===== config.mk =====
export PLATFORM = sky130hd
export DESIGN_NAME = axil_dma_csr_flat
export DESIGN_NICKNAME = d
export VERILOG_FILES = /design/src/rtl/axil_dma_csr_if.sv /design/src/rtl/axil_dma_csr.sv /design/src/flat_wrapper.sv
export SDC_FILE = /design/constraint.sdc
export NUM_CORES = 1
export LEC_CHECK = 0
export ABC_AREA = 1
export ABC_CLOCK_PERIOD_IN_PS = 8500
export BUFFER_PORTS_ARGS = -buffer_cell sky130_fd_sc_hd__buf_2
export CELL_PAD_IN_SITES_DETAIL_PLACEMENT = 0
export CELL_PAD_IN_SITES_GLOBAL_PLACEMENT = 1
export CORE_MARGIN = 3
export CORE_UTILIZATION = 40
export DETAILED_ROUTE_END_ITERATION = 7
export GPL_TIMING_DRIVEN = 0
export PLACE_DENSITY = 0.82
export RECOVER_POWER = 100
export SYNTH_ARGS = -nofsm -noshare
export SYNTH_HDL_FRONTEND = slang
export SYNTH_SLANG_ARGS = --single-unit

===== constraint.sdc =====
create_clock -name clk -period 8.5 [get_ports clk]
set_clock_uncertainty 0.2 [all_clocks]
set_input_delay 0.425 -clock clk [delete_from_list [all_inputs] [get_ports clk]]
set_output_delay 0.425 -clock clk [all_outputs]
set_load 0.05 [all_outputs]

===== src/rtl/axil_dma_csr_if.sv =====
// rtl/axil_dma_csr_if.sv - AXI-Lite response types and the CSR bus interface
package axi_pkg;
    typedef logic [1:0] resp_t;
    localparam resp_t RESP_OKAY   = 2'b00;
    localparam resp_t RESP_SLVERR = 2'b10;
endpackage

interface axil_dma_csr_if #(
    parameter int ADDR_WIDTH = 8
) ();
    logic [ADDR_WIDTH-1:0] awaddr;
    logic                  awvalid;
    logic                  awready;
    logic [31:0]           wdata;
    logic [3:0]            wstrb;
    logic                  wvalid;
    logic                  wready;
    axi_pkg::resp_t        bresp;
    logic                  bvalid;
    logic                  bready;
    logic [ADDR_WIDTH-1:0] araddr;
    logic                  arvalid;
    logic                  arready;
    logic [31:0]           rdata;
    axi_pkg::resp_t        rresp;
    logic                  rvalid;
    logic                  rready;

    modport master (
        output awaddr, awvalid, wdata, wstrb, wvalid, bready, araddr, arvalid, rready,
        input  awready, wready, bresp, bvalid, arready, rdata, rresp, rvalid
    );

    modport slave (
        input  awaddr, awvalid, wdata, wstrb, wvalid, bready, araddr, arvalid, rready,
        output awready, wready, bresp, bvalid, arready, rdata, rresp, rvalid
    );
endinterface


===== src/rtl/axil_dma_csr.sv =====
// rtl/axil_dma_csr.sv - AXI-Lite DMA control/status registers with start pulse and interrupt
module axil_dma_csr #(
    parameter int          ADDR_WIDTH = 8,
    parameter int          DATA_WIDTH = 32,
    parameter logic [31:0] VERSION    = 32'h0001_0000
) (
    input  logic               clk,
    input  logic               rst,
    axil_dma_csr_if.slave      s_axil,
    output logic               start_o,
    output logic [63:0]        src_addr_o,
    output logic [63:0]        dst_addr_o,
    output logic [31:0]        len_o,
    input  logic               busy_i,
    input  logic               done_i,
    output logic               irq_o
);
    import axi_pkg::*;

    logic                  r_aw_held, r_w_held;
    logic [ADDR_WIDTH-1:0] r_aw_addr;
    logic [31:0]           r_wdata;
    logic [3:0]            r_wstrb;
    logic                  r_bvalid, r_rvalid;
    resp_t                 r_bresp, r_rresp;
    logic [31:0]           r_rdata;
    logic                  r_irq_en, r_done, r_err, r_start, r_irq;
    logic [31:0]           r_src_lo, r_src_hi, r_dst_lo, r_dst_hi, r_len;

    logic                  w_aw_hs, w_w_hs, w_ar_hs, w_commit;
    logic [ADDR_WIDTH-1:0] w_wr_addr;
    logic [31:0]           w_wr_data;
    logic [3:0]            w_wr_strb;
    logic                  w_wr_mapped, w_rd_mapped;
    logic [2:0]            w_wr_idx, w_rd_idx;
    logic                  w_ctrl_wr, w_status_wr, w_start_req, w_done_clr, w_err_clr;
    logic [31:0]           w_rd_val;
    logic                  w_unused;

    assign s_axil.awready = ~r_aw_held & ~r_bvalid;
    assign s_axil.wready  = ~r_w_held & ~r_bvalid;
    assign s_axil.arready = ~r_rvalid;
    assign s_axil.bvalid  = r_bvalid;
    assign s_axil.bresp   = r_bresp;
    assign s_axil.rvalid  = r_rvalid;
    assign s_axil.rresp   = r_rresp;
    assign s_axil.rdata   = r_rdata;

    assign w_aw_hs = s_axil.awvalid & s_axil.awready;
    assign w_w_hs  = s_axil.wvalid & s_axil.wready;
    assign w_ar_hs = s_axil.arvalid & s_axil.arready;

    // A write commits as soon as both halves are present, whether captured earlier or arriving now
    assign w_commit  = (r_aw_held | w_aw_hs) & (r_w_held | w_w_hs);
    assign w_wr_addr = r_aw_held ? r_aw_addr : s_axil.awaddr;
    assign w_wr_data = r_w_held ? r_wdata : s_axil.wdata;
    assign w_wr_strb = r_w_held ? r_wstrb : s_axil.wstrb;

    assign w_wr_mapped = ~|w_wr_addr[ADDR_WIDTH-1:5];
    assign w_wr_idx    = w_wr_addr[4:2];
    assign w_rd_mapped = ~|s_axil.araddr[ADDR_WIDTH-1:5];
    assign w_rd_idx    = s_axil.araddr[4:2];

    assign w_ctrl_wr   = w_commit & w_wr_mapped & (w_wr_idx == 3'd0) & w_wr_strb[0];
    assign w_status_wr = w_commit & w_wr_mapped & (w_wr_idx == 3'd1) & w_wr_strb[0];
    assign w_start_req = w_ctrl_wr & w_wr_data[0];
    assign w_done_clr  = w_status_wr & w_wr_data[1];
    assign w_err_clr   = w_status_wr & w_wr_data[2];

    assign w_unused = &{1'b0, w_wr_addr[1:0], s_axil.araddr[1:0]};

    assign start_o    = r_start;
    assign irq_o      = r_irq;
    assign src_addr_o = {r_src_hi, r_src_lo};
    assign dst_addr_o = {r_dst_hi, r_dst_lo};
    assign len_o      = r_len;

    function automatic logic [31:0] merge_lanes(input logic [31:0] old_val,
                                                input logic [31:0] new_val,
                                                input logic [3:0]  strb);
        merge_lanes = old_val;
        for (int i = 0; i < DATA_WIDTH / 8; i++) begin
            if (strb[i]) merge_lanes[8*i +: 8] = new_val[8*i +: 8];
        end
    endfunction

    always_comb begin
        w_rd_val = '0;
        if (w_rd_mapped) begin
            case (w_rd_idx)
                3'd0:    w_rd_val = {30'b0, r_irq_en, 1'b0};
                3'd1:    w_rd_val = {29'b0, r_err, r_done, busy_i};
                3'd2:    w_rd_val = r_src_lo;
                3'd3:    w_rd_val = r_src_hi;
                3'd4:    w_rd_val = r_dst_lo;
                3'd5:    w_rd_val = r_dst_hi;
                3'd6:    w_rd_val = r_len;
                default: w_rd_val = VERSION;
            endcase
        end
    end

    always_ff @(posedge clk or posedge rst) begin
        if (rst) begin
            r_aw_held <= 1'b0;
            r_w_held  <= 1'b0;
            r_aw_addr <= '0;
            r_wdata   <= '0;
            r_wstrb   <= '0;
            r_bvalid  <= 1'b0;
            r_bresp   <= RESP_OKAY;
        end else begin
            if (w_commit) begin
                r_aw_held <= 1'b0;
                r_w_held  <= 1'b0;
                r_bvalid  <= 1'b1;
                r_bresp   <= w_wr_mapped ? RESP_OKAY : RESP_SLVERR;
            end else begin
                if (w_aw_hs) begin
                    r_aw_held <= 1'b1;
                    r_aw_addr <= s_axil.awaddr;
                end
                if (w_w_hs) begin
                    r_w_held <= 1'b1;
                    r_wdata  <= s_axil.wdata;
                    r_wstrb  <= s_axil.wstrb;
                end
                if (s_axil.bready) r_bvalid <= 1'b0;
            end
        end
    end

    always_ff @(posedge clk or posedge rst) begin
        if (rst) begin
            r_src_lo <= '0;
            r_src_hi <= '0;
            r_dst_lo <= '0;
            r_dst_hi <= '0;
            r_len    <= '0;
            r_irq_en <= 1'b0;
            r_done   <= 1'b0;
            r_err    <= 1'b0;
            r_start  <= 1'b0;
            r_irq    <= 1'b0;
        end else begin
            if (w_commit && w_wr_mapped) begin
                case (w_wr_idx)
                    3'd2:    r_src_lo <= merge_lanes(r_src_lo, w_wr_data, w_wr_strb);
                    3'd3:    r_src_hi <= merge_lanes(r_src_hi, w_wr_data, w_wr_strb);
                    3'd4:    r_dst_lo <= merge_lanes(r_dst_lo, w_wr_data, w_wr_strb);
                    3'd5:    r_dst_hi <= merge_lanes(r_dst_hi, w_wr_data, w_wr_strb);
                    3'd6:    r_len    <= merge_lanes(r_len, w_wr_data, w_wr_strb);
                    default: ;
                endcase
            end
            if (w_ctrl_wr) r_irq_en <= w_wr_data[1];
            // A start while the engine is busy is refused and flagged instead
            r_start <= w_start_req & ~busy_i;
            r_done  <= done_i | (r_done & ~w_done_clr);
            r_err   <= (w_start_req & busy_i) | (r_err & ~w_err_clr);
            r_irq   <= r_done & r_irq_en;
        end
    end

    always_ff @(posedge clk or posedge rst) begin
        if (rst) begin
            r_rvalid <= 1'b0;
            r_rdata  <= '0;
            r_rresp  <= RESP_OKAY;
        end else if (w_ar_hs) begin
            r_rvalid <= 1'b1;
            r_rdata  <= w_rd_val;
            r_rresp  <= w_rd_mapped ? RESP_OKAY : RESP_SLVERR;
        end else if (s_axil.rready) begin
            r_rvalid <= 1'b0;
        end
    end
endmodule


===== src/flat_wrapper.sv =====
// flat-port wrapper written by rule: the top's interface ports become plain ports
module axil_dma_csr_flat import axi_pkg::*;
#(
    parameter int          ADDR_WIDTH = 8,
    parameter int          DATA_WIDTH = 32,
    parameter logic [31:0] VERSION    = 32'h0001_0000
)
  (clk, rst, start_o, src_addr_o, dst_addr_o, len_o, busy_i, done_i, irq_o, s_axil_awaddr, s_axil_awvalid, s_axil_wdata, s_axil_wstrb, s_axil_wvalid, s_axil_bready, s_axil_araddr, s_axil_arvalid, s_axil_rready, s_axil_awready, s_axil_wready, s_axil_bresp, s_axil_bvalid, s_axil_arready, s_axil_rdata, s_axil_rresp, s_axil_rvalid);
  axil_dma_csr_if #(.ADDR_WIDTH(ADDR_WIDTH)) s_axil_i ();
  input  logic clk;
  input  logic rst;
  output logic start_o;
  output logic [63:0] src_addr_o;
  output logic [63:0] dst_addr_o;
  output logic [31:0] len_o;
  input  logic busy_i;
  input  logic done_i;
  output logic irq_o;
  input wire logic [$bits(s_axil_i.awaddr)-1:0] s_axil_awaddr;
  input wire logic [$bits(s_axil_i.awvalid)-1:0] s_axil_awvalid;
  input wire logic [$bits(s_axil_i.wdata)-1:0] s_axil_wdata;
  input wire logic [$bits(s_axil_i.wstrb)-1:0] s_axil_wstrb;
  input wire logic [$bits(s_axil_i.wvalid)-1:0] s_axil_wvalid;
  input wire logic [$bits(s_axil_i.bready)-1:0] s_axil_bready;
  input wire logic [$bits(s_axil_i.araddr)-1:0] s_axil_araddr;
  input wire logic [$bits(s_axil_i.arvalid)-1:0] s_axil_arvalid;
  input wire logic [$bits(s_axil_i.rready)-1:0] s_axil_rready;
  output wire logic [$bits(s_axil_i.awready)-1:0] s_axil_awready;
  output wire logic [$bits(s_axil_i.wready)-1:0] s_axil_wready;
  output wire logic [$bits(s_axil_i.bresp)-1:0] s_axil_bresp;
  output wire logic [$bits(s_axil_i.bvalid)-1:0] s_axil_bvalid;
  output wire logic [$bits(s_axil_i.arready)-1:0] s_axil_arready;
  output wire logic [$bits(s_axil_i.rdata)-1:0] s_axil_rdata;
  output wire logic [$bits(s_axil_i.rresp)-1:0] s_axil_rresp;
  output wire logic [$bits(s_axil_i.rvalid)-1:0] s_axil_rvalid;
  assign s_axil_i.awaddr = s_axil_awaddr;
  assign s_axil_i.awvalid = s_axil_awvalid;
  assign s_axil_i.wdata = s_axil_wdata;
  assign s_axil_i.wstrb = s_axil_wstrb;
  assign s_axil_i.wvalid = s_axil_wvalid;
  assign s_axil_i.bready = s_axil_bready;
  assign s_axil_i.araddr = s_axil_araddr;
  assign s_axil_i.arvalid = s_axil_arvalid;
  assign s_axil_i.rready = s_axil_rready;
  assign s_axil_awready = s_axil_i.awready;
  assign s_axil_wready = s_axil_i.wready;
  assign s_axil_bresp = s_axil_i.bresp;
  assign s_axil_bvalid = s_axil_i.bvalid;
  assign s_axil_arready = s_axil_i.arready;
  assign s_axil_rdata = s_axil_i.rdata;
  assign s_axil_rresp = s_axil_i.rresp;
  assign s_axil_rvalid = s_axil_i.rvalid;
  axil_dma_csr #(.ADDR_WIDTH(ADDR_WIDTH), .DATA_WIDTH(DATA_WIDTH), .VERSION(VERSION)) u_core (.clk(clk), .rst(rst), .s_axil(s_axil_i), .start_o(start_o), .src_addr_o(src_addr_o), .dst_addr_o(dst_addr_o), .len_o(len_o), .busy_i(busy_i), .done_i(done_i), .irq_o(irq_o));
endmodule

# --- Yosys cells after proc, flatten, opt, wreduce, memory -nomap -nowiden ---
# Index checks and enable logic that the tools add are counted.
classes:
  eq_ne: 12
  n_mux: 15
  n_reduce_logical: 32
  n_bitwise: 31
op_table:
  columns: ["cell", "n"]
  rows:
  - ["case mux 32 bit (7 select lines)", 1]
  - ["two-way mux 32 bit", 2]
  - ["AND reduction 3 bit", 20]
  - ["bitwise AND 1 bit", 19]
  - ["equality test 3 bit, second input constant", 6]
  - ["equality test 3 x 2 -> 1 bit, second input constant", 4]
  - ["two-way mux 1 bit", 8]
  - ["two-way mux 8 bit", 1]
  - ["inverter 1 bit", 8]
  - ["nonzero test 2 bit", 4]
  - ["equality test 3 x 1 -> 1 bit, second input constant", 2]
  - ["logical NOT 3 bit", 2]
  - ["OR reduction 3 bit", 2]
  - ["two-way mux 2 bit", 2]
  - ["two-way mux 4 bit", 1]
  - ["bitwise OR 1 bit", 4]
  - ["AND reduction 2 bit", 2]
  - ["logical AND 1 bit", 1]
  - ["logical NOT 1 bit", 1]
word_totals:
  word_cells: 125
  input_bits: 61
  regBits: 249

# --- Logic depth before layout (Yosys ltp) ---
# Gate-level depths: netlist (run 1).
logic_depth:
  word_depth: 12
  ltp_mapped: 11

# --- Worst setup path before layout (run 1) ---
# No wires, ideal clock.
synth_timing:
  path_kind: "flip-flop to flip-flop"
  startpoint: "reg u_core.r_bvalid (netlist: u_core.s_axil.bvalid)"
  endpoint: "reg u_core.r_wdata[31]"
  required_time_ns: 8.169
  path_slack_ns: 6.045
  t_arrival_ns: 2.123
  path_buffers: 1
  stages_incl_launch_ff: 6
  synth_period_minus_slack_ns: 2.455
  cell_sequence: "dfrtp_1 nor2_1 nand3_1 clkbuf_1 nand2_1 o21ai_0"
synth_between:
  elab_chain_len: 7
synth_rtl:
  columns: ["element", "line", "text"]
  rows:
  - ["from (decl)", "axil_dma_csr.sv:24", "logic r_bvalid, r_rvalid;"]
  - ["from (signal assigned)", "axil_dma_csr.sv:110", "r_bvalid <= 1'b0;"]
  - ["from (signal assigned)", "axil_dma_csr.sv:116", "r_bvalid <= 1'b1;"]
  - ["from (signal assigned)", "axil_dma_csr.sv:128", "if (s_axil.bready) r_bvalid <= 1'b0;"]
  - ["inverter 1 bit (*)", "axil_dma_csr.sv:41", "assign s_axil.wready = ~r_w_held & ~r_bvalid;"]
  - ["bitwise AND 1 bit (*)", "axil_dma_csr.sv:41", null]
  - ["via s_axil_wready", "flat_wrapper.sv:29", "output wire logic [$bits(s_axil_i.wready)-1:0] s_axil_wready;"]
  - ["bitwise AND 1 bit (*)", "axil_dma_csr.sv:50", "assign w_w_hs = s_axil.wvalid & s_axil.wready;"]
  - ["bitwise OR 1 bit", "axil_dma_csr.sv:54", "assign w_commit = (r_aw_held | w_aw_hs) & (r_w_held | w_w_hs);"]
  - ["bitwise AND 1 bit", "axil_dma_csr.sv:54", null]
  - ["inverter 1 bit (no source line)", null, null]
  - ["AND reduction 2 bit (no source line) (*)", null, null]
  - ["to (signal assigned)", "axil_dma_csr.sv:125", "r_wdata <= s_axil.wdata;"]
  - ["to (decl)", "axil_dma_csr.sv:22", "logic [31:0] r_wdata;"]
# Mark *: on every way through the listed nets, which the timed path passes. The rest lies on a longest branch.
# A chain may end at the register's enable or synchronous reset.

# --- Worst setup path after layout (run 1) ---
layout_timing:
  startpoint: "reg u_core.r_aw_held"
  endpoint: "reg u_core.r_src_lo[17]"
layout_between:
  elab_chain_len: 7
layout_rtl:
  columns: ["element", "line", "text"]
  rows:
  - ["from (decl)", "axil_dma_csr.sv:20", "logic r_aw_held, r_w_held;"]
  - ["from (signal assigned)", "axil_dma_csr.sv:105", "r_aw_held <= 1'b0;"]
  - ["from (signal assigned)", "axil_dma_csr.sv:114", "r_aw_held <= 1'b0;"]
  - ["from (signal assigned)", "axil_dma_csr.sv:120", "r_aw_held <= 1'b1;"]
  - ["inverter 1 bit", "axil_dma_csr.sv:40", "assign s_axil.awready = ~r_aw_held & ~r_bvalid;"]
  - ["bitwise AND 1 bit", "axil_dma_csr.sv:40", null]
  - ["bitwise AND 1 bit", "axil_dma_csr.sv:49", "assign w_aw_hs = s_axil.awvalid & s_axil.awready;"]
  - ["bitwise OR 1 bit", "axil_dma_csr.sv:54", null]
  - ["bitwise AND 1 bit", "axil_dma_csr.sv:54", null]
  - ["logical AND 1 bit", "axil_dma_csr.sv:146", "if (w_commit && w_wr_mapped) begin"]
  - ["AND reduction 3 bit (no source line) (*)", null, null]
  - ["to (signal assigned)", "axil_dma_csr.sv:148", "3'd2: r_src_lo <= merge_lanes(r_src_lo, w_wr_data, w_wr_strb);"]
  - ["to (decl)", "axil_dma_csr.sv:28", "logic [31:0] r_src_lo, r_src_hi, r_dst_lo, r_dst_hi, r_len;"]
# Every way passes the cells marked *; elsewhere a longest branch is shown, timed or not.

==> flow_summary.json, run 1 <==
{
  "min_from": "s_axil_awaddr[4]",
  "cts_buffer_depth": 3,
  "finalCoreUtilization_pct": 51.1,
  "netlist_instances": 1479,
  "power.total_mw": 4.93,
  "die_area_sq_um": 31200,
  "grt_usage_pct": 28.3,
  "area_growth_pct": 23.8,
  "hold_path_end": "u_core.r_aw_addr[4]",
  "clk_pin_slew_ns": 0.06,
  "yosysWarningCount": 0,
  "cts_sinks": 245,
  "drt_first_pass_iters": 5,
  "finalInstanceArea_sq_um": 14400,
  "cap_violations": 0,
  "ioPinCount": 264,
  "synth_cell_types": 25,
  "powerDensity_nw_per_um2": 341,
  "crit_arrival_ns": 4.21,
  "whs_ns": 0.00914,
  "end_kind": "flop",
  "dpl.hpwl_um": 32700,
  "cts_root_buffer": "clkbuf_16",
  "drc": 0,
  "drt-vias-per-instance": 5.39,
  "crit_path_max_fanout": 10,
  "rrSetupSlack_ns": 4.56,
  "ys_top_cells_by_area": "dfrtp_1 53%, nand2_1 22%, nand4_1 8.8%, o21ai_0 3.6%, inv_1 2.2%",
  "rsz0062_at_grt": "false",
  "syn-cell-area_sq_um": 11700,
  "overflow": 0,
  "num_rows": 61,
  "synth-edff-count": 0,
  "placed_cell_area_sq_um": 13500,
  "worstPathRequired_ns": 8.77,
  "die_w_um": 177,
  "setup_slack_ns": 4.56,
  "total_leakage_power_nw": 7.42,
  "pre_cts_slack_ns": 5.75,
  "cts_buffers": 28,
  "ys_seq_area_share_pct": 52.6,
  "port_buffers": 255,
  "grt_pass1_vias": 11000,
  "reg2reg_to": "u_core.r_src_lo[17]",
  "place.gp.congestion": 0.915,
  "synth_flop_cell": "dfrtp_1",
  "hold_path_depth": 3,
  "drive_gt1_share_pct": 8.36,
  "critPathLaunchType": "flop",
  "grt_max_degree": 125,
  "min_period_over_period_pct": 46.3,
  "worst_slew_pin_slew_ns": 1.18,
  "synth_seq_cells": 245,
  "drtIter0Drc": 1213,
  "rr_worst_depth": 9,
  "cts_tree": "yes",
  "timing.rr.start": "u_core.r_aw_held",
  "clock.fmax_mhz": 254,
  "antennaDiodeCount": 0,
  "grt_pass1_wl_um": 67200,
  "antenna_found_initial": 0,
  "clk_latency_ns": 0.54,
  "yosysTopAreaCell": "dfrtp_1",
  "async_reset_ff_share_pct": 100,
  "start_util_pct": 41.3,
  "crit_type": "reg -> reg",
  "finalSetupViolCount": 0,
  "finalHoldViolCount": 0,
  "synth_top_area_share_pct": 52.6,
  "hold_class": "in -> reg",
  "wl_um": 45400,
  "post_cts_buffers": 0,
  "ant_nets": 0,
  "drt-wirelength-per-cell_um": 20.5,
  "fp.coreArea_sq_um": 28200,
  "relSlewSlack_pct": 20.8,
  "slew_violations": 0,
  "h-tree-depth": 1,
  "fin_crit_ns": 3.94,
  "vias": 11900,
  "ys_top_cells_by_count": "692 x nand2_1, 245 x dfrtp_1, 164 x nand4_1, 84 x o21ai_0, 67 x inv_1",
  "syn_area_per_cell_sq_um": 7.89,
  "dieHeight_um": 177,
  "synth.most_common_cell": "nand2_1",
  "irDropWorstVdd_mv": 0.189,
  "nets": 1873,
  "status": "finished clean"
}
## placed cells by master, fill, tap and decap left out, types with 6 or more instances in the layout
cell type	synthesis	layout
buf_2	41	81
buf_4	10	6
clkbuf_1	40	265
clkbuf_16	0	29
clkbuf_8	0	10
dfrtp_1	245	245
dlygate4sd3_1	0	46
inv_1	67	66
nand2_1	692	692
nand3_1	42	59
nand4_1	164	164
nor2_1	24	25
o21ai_0	84	106
## worst max-delay path: stages (launching register included)
cell	delay, ns
dfrtp_1	0.32
clkbuf_1	0.31
clkinvlp_2	0.36
o21ai_0	0.22
nand2_1	0.16
nor2_1	0.52
clkbuf_1	0.57
clkbuf_1	0.79
nand4_1	0.27
nand2_1	0.14
## cells by family (layout without fill, tap and decap cells)
family | count (synthesis) | count (layout) | share of synthesized area, %
flops | 245 | 245 | 52.6
simple gates | 954 | 954 | 36.2
buf+inv | 165 | 516 | 6.16
compound gates | 114 | 114 | 5.07
other cells | 1 | 2 | 0.0322
## state kept, by name, summed over array words and instances, names as in the netlist, 4 cells and up
name,cells
u_core.len_o,32
u_core.r_src_hi,32
u_core.r_wdata,32
u_core.s_axil.rdata,32
u_core.r_dst_lo,32
u_core.r_aw_addr,6
u_core.r_dst_hi,32
u_core.r_src_lo,32
u_core.r_wstrb,4
## cell type report
type,count,area (sq um)
plain buffers,92,404
clock buffers,45,886
clock inverters,4,25.0
fillers,2958,13800
inverters,73,283
multi-input cells,1070,4720
flip-flops and latches,245,6130
well taps,378,473
repair buffers,302,1510
## what timing repair did
action                                 CTS  global route
hold buffers                            46             0
setup endpoints to repair                0             0
resized for setup                        0             0
endpoints found under the hold margin  169             0
## power by group
| group | internal (mW) | leakage [nW] | switching (mW) |
|---|---|---|---|
| logic | 0.344 | 3.81 | 1.64 |
| registers | 1.47 | 3.16 | 0.276 |
| clock network | 0.706 | 0.444 | 0.487 |
## routing by layer
metal	track usage, %	vias to the layer above	routed length, um
met4	8.51	0	1560
met2	43.9	593	20100
li1	-	5517	-
met1	40.1	5704	19300
met3	5.86	98	4400
met5	0	-	0
## per-stage QoR
step           setup TNS (ns)  std cells
2_1_floorplan               0       1480
3_5_place_dp                0       2114
4_1_cts                     0       2209
3_3_place_gp          -460.51       2113
5_1_grt                     0       2209
6_report                    0       2209
## worst max path at each step
stage | from | endpoint | slack (ns) | cells after the start
floorplan | rst | u_core.irq_o | 1.15 | 1
global placement | rst | u_core.r_wdata[23] | -1.91 | 2
detailed placement | s_axil_arvalid | u_core.s_axil.rdata[9] | 5.75 | 6
CTS | s_axil_arvalid | u_core.s_axil.rdata[9] | 5.77 | 7
global route | u_core.r_aw_held | u_core.r_src_lo[17] | 4.34 | 9
finish | u_core.r_aw_held | u_core.r_src_lo[17] | 4.56 | 9
Note: power is estimated with default switching activity, not from simulation.
==> run 2, diff against run 1 <==
Settings changed: ABC_AREA 1 to 0, ABC_CLOCK_PERIOD_IN_PS 8500 to 4000, PLACE_DENSITY 0.82 to 0.76.
Clock period 8.5 ns to 4 ns, I/O delays scaled along.
==> run 2 against run 1 <==
Net effect: the flow now finishes with violations (DRC, capacitance limit, slew limit); fmax up 20%; power is 120% higher; via count is 32% lower; non-clock buffer count fell by 34; flip-flop and latch count did not move; synthesized cell count is 47% lower; setup slack worse by 3.8 ns; clock power increased by 130%; synthesized area down 6.5%; register-to-register slack worse by 3.8 ns; first-iteration DRC count down 52%; sequential power is 110% higher; highest routed layer unchanged.
==> flow_summary.json, run 2 <==
{
  "status": "finished, violations left",
  "violations": "DRC, capacitance limit, slew limit",
  "min_from": "s_axil_araddr[2]",
  "async_reset_ff_share_pct": 100,
  "end_kind": "flop",
  "drtIter0Drc": 582,
  "cap_violations": 1,
  "wl_um": 34000,
  "syn_area_per_cell_sq_um": 14.0,
  "layout_commonest_cell": "mux2_2",
  "crit_type": "reg -> reg",
  "h-tree-depth": 1,
  "placed_cell_area_sq_um": 12700,
  "rsz0062_at_grt": "false",
  "yosysTopAreaCell": "dfrtp_1",
  "switching_power_mw": 4.56,
  "drc": 2,
  "fin_crit_ns": 3.28,
  "irDropWorstVdd_mv": 0.505,
  "pwr-share-comb_pct": 39.1,
  "ys_top_cells_by_area": "dfrtp_1 56%, mux2_2 27%, a222oi_1 2.9%, a22o_1 2.4%, nand2_1 1.5%",
  "die_area_sq_um": 29300,
  "ant_nets": 0,
  "power.total_mw": 10.6,
  "clockPowerShare_pct": 25.4,
  "rr_worst_depth": 5,
  "vias": 8148,
  "crit_arrival_ns": 3.50,
  "synth_seq_cells": 245,
  "finalHoldViolCount": 0,
  "min_period_over_period_pct": 81.9,
  "start_util_pct": 41.3,
  "synth_top_area_share_pct": 56.2,
  "ys_top_cells_by_count": "261 x mux2_2, 245 x dfrtp_1, 43 x nand2_1, 32 x a222oi_1, 31 x o21ai_0",
  "reg2reg_to": "u_core.len_o[20]",
  "hold_path_depth": 5,
  "synth_cell_types": 42,
  "cts_buffer_depth": 3,
  "port_buffers": 257,
  "whs_ns": 0.124,
  "hold_class": "in -> reg",
  "antenna_found_initial": 1,
  "cts_root_buffer": "clkbuf_16",
  "clk_latency_ns": 0.54,
  "grt_pass1_wl_um": 51300,
  "fillerInstances": 2428,
  "cts_buffers": 28,
  "dieHeight_um": 171,
  "finalInstanceArea_sq_um": 14000,
  "syn-cell-area_sq_um": 10900,
  "timing.rr.start": "u_core.r_aw_held",
  "post_cts_buffers": 0,
  "cts_sinks": 245,
  "drt_first_pass_iters": 8,
  "stdcell_count": 1486,
  "grt_max_degree": 42,
  "yosysWarningCount": 0,
  "relSlewSlack_pct": -7.36,
  "netlist_instances": 780,
  "drt-vias-per-instance": 5.48,
  "nets": 1189,
  "crit_path_max_fanout": 10,
  "hold_path_end": "u_core.s_axil.rdata[1]",
  "ioPinCount": 264,
  "dp_cells": 1379,
  "intPower_mw": 6.06,
  "drt-wirelength-per-cell_um": 22.9,
  "area_growth_pct": 27.9,
  "overflow": 0,
  "rrSetupSlack_ns": 0.72,
  "total_leakage_power_nw": 6.24,
  "ys_seq_area_share_pct": 56.2,
  "place.gp.congestion": 0.787,
  "clock.fmax_mhz": 305,
  "drive_gt1_share_pct": 33.0,
  "synth_flop_cell": "dfrtp_1",
  "layout_common_cells": "255 x mux2_2, 245 x dfrtp_1, 244 x clkbuf_1",
  "synth-edff-count": 0,
  "clk_pin_slew_ns": 0.06,
  "worstPathRequired_ns": 4.22,
  "grt_usage_pct": 22.8,
  "finalSetupViolCount": 0,
  "finalCoreUtilization_pct": 52.8,
  "grt_pass1_vias": 8300,
  "slew_violations": 33,
  "powerDensity_nw_per_um2": 761,
  "switching_share_pct": 42.9,
  "die_w_um": 171,
  "fp.coreArea_sq_um": 26400,
  "dpl.hpwl_um": 23700,
  "p_seq_share_pct": 35.4,
  "cts_tree": "yes",
  "synth.most_common_cell": "mux2_2",
  "critPathLaunchType": "flop",
  "num_rows": 59,
  "worst_slew_pin_slew_ns": 1.60
}
-- run 2: changes by cell type after synthesis, sizes merged, moves of 30 or more --
| cell | delta |
|---|---|
| nand2 | -639 |
| o21ai | -81 |
| a22o | +30 |
| nand4 | -164 |
| a222oi | +32 |
| mux2 | +268 |
| buf | -36 |
| nand3 | -55 |
| inv | -67 |
-- run 2: power groups by stage --
stage | clock [mW] | combinational [mW] | sequential (mW)
finish | 2.70 | 4.16 | 3.76
global route | 2.85 | 4.39 | 3.86
global placement | 0 | 4.25 | 3.75
CTS | 2.74 | 4.36 | 3.73
floorplan | 0 | 1.48 | 5.45
detailed placement | 0 | 4.31 | 3.78
-- run 2: cell families (layout without fill, tap and decap cells) --
logic type	count (synthesis)	in the layout	synth area share [%]
muxes	275	275	28.3
DFF	245	245	56.2
AOI/OAI and AO/OA	119	119	9.35
and+or+nand+nor	91	91	4.28
buffers and inverters	49	418	1.82
other	1	3	0.0344
-- run 2: worst max-delay path by stage --
stage / slack, ns / depth (start not counted) / startpoint / end
floorplan: 0.38 / 1 / rst / u_core.irq_o
global placement: -1.18 / 2 / rst / u_core.r_dst_hi[26]
detailed placement: 0.92 / 5 / u_core.r_aw_held / u_core.len_o[23]
CTS: 0.91 / 5 / u_core.r_aw_held / u_core.len_o[20]
global route: 0.53 / 5 / u_core.r_aw_held / u_core.len_o[20]
finish: 0.72 / 5 / u_core.r_aw_held / u_core.len_o[20]
-- run 2: final cells by class --
class	count	area (sq um)	area share, %
Clock inverter	9	109	0.780
Clock buffer	43	888	6.37
Buffer	43	171	1.23
Sequential cell	245	6130	43.9
Tap cell	335	419	3.00
Multi-Input combinational cell	487	4550	32.6
Timing Repair Buffer	317	1660	11.9
Antenna cell	1	2.50	0.0179
Inverter	6	23.8	0.170
-- run 2: stage by stage --
| step | worst slack [ns] | TNS, ns |
|---|---|---|
| floorplan | 0.382 | 0 |
| CTS | 0.913 | 0 |
| finish | 0.722 | 0 |
| global route | 0.529 | 0 |
| global placement | -1.18 | -283.60 |
| detailed placement | 0.919 | 0 |
-- run 2: metal layers --
layer / share of wire [%] / track usage, % / up-vias
met5: 0 / 0 / -
met4: 2.1 / 4.83 / 0
met3: 7.2 / 4.64 / 44
met2: 48 / 38.1 / 300
met1: 43 / 31.1 / 4166
li1: - / - / 3638
-- run 2: repair_timing --
item | in CTS | in global routing
endpoints found under the hold margin | 244 | 0
hold buffers | 54 | 0
gates resized for setup | 0 | 0
endpoints found under the setup margin | 0 | 0
-- run 2: critical path, cell delays in order (launching register included) --
cell      delay (ns)
dfrtp_1         0.43
clkbuf_1        0.38
inv_1           0.17
a222oi_1        0.89
nand2_1         0.63
mux2_2          0.45
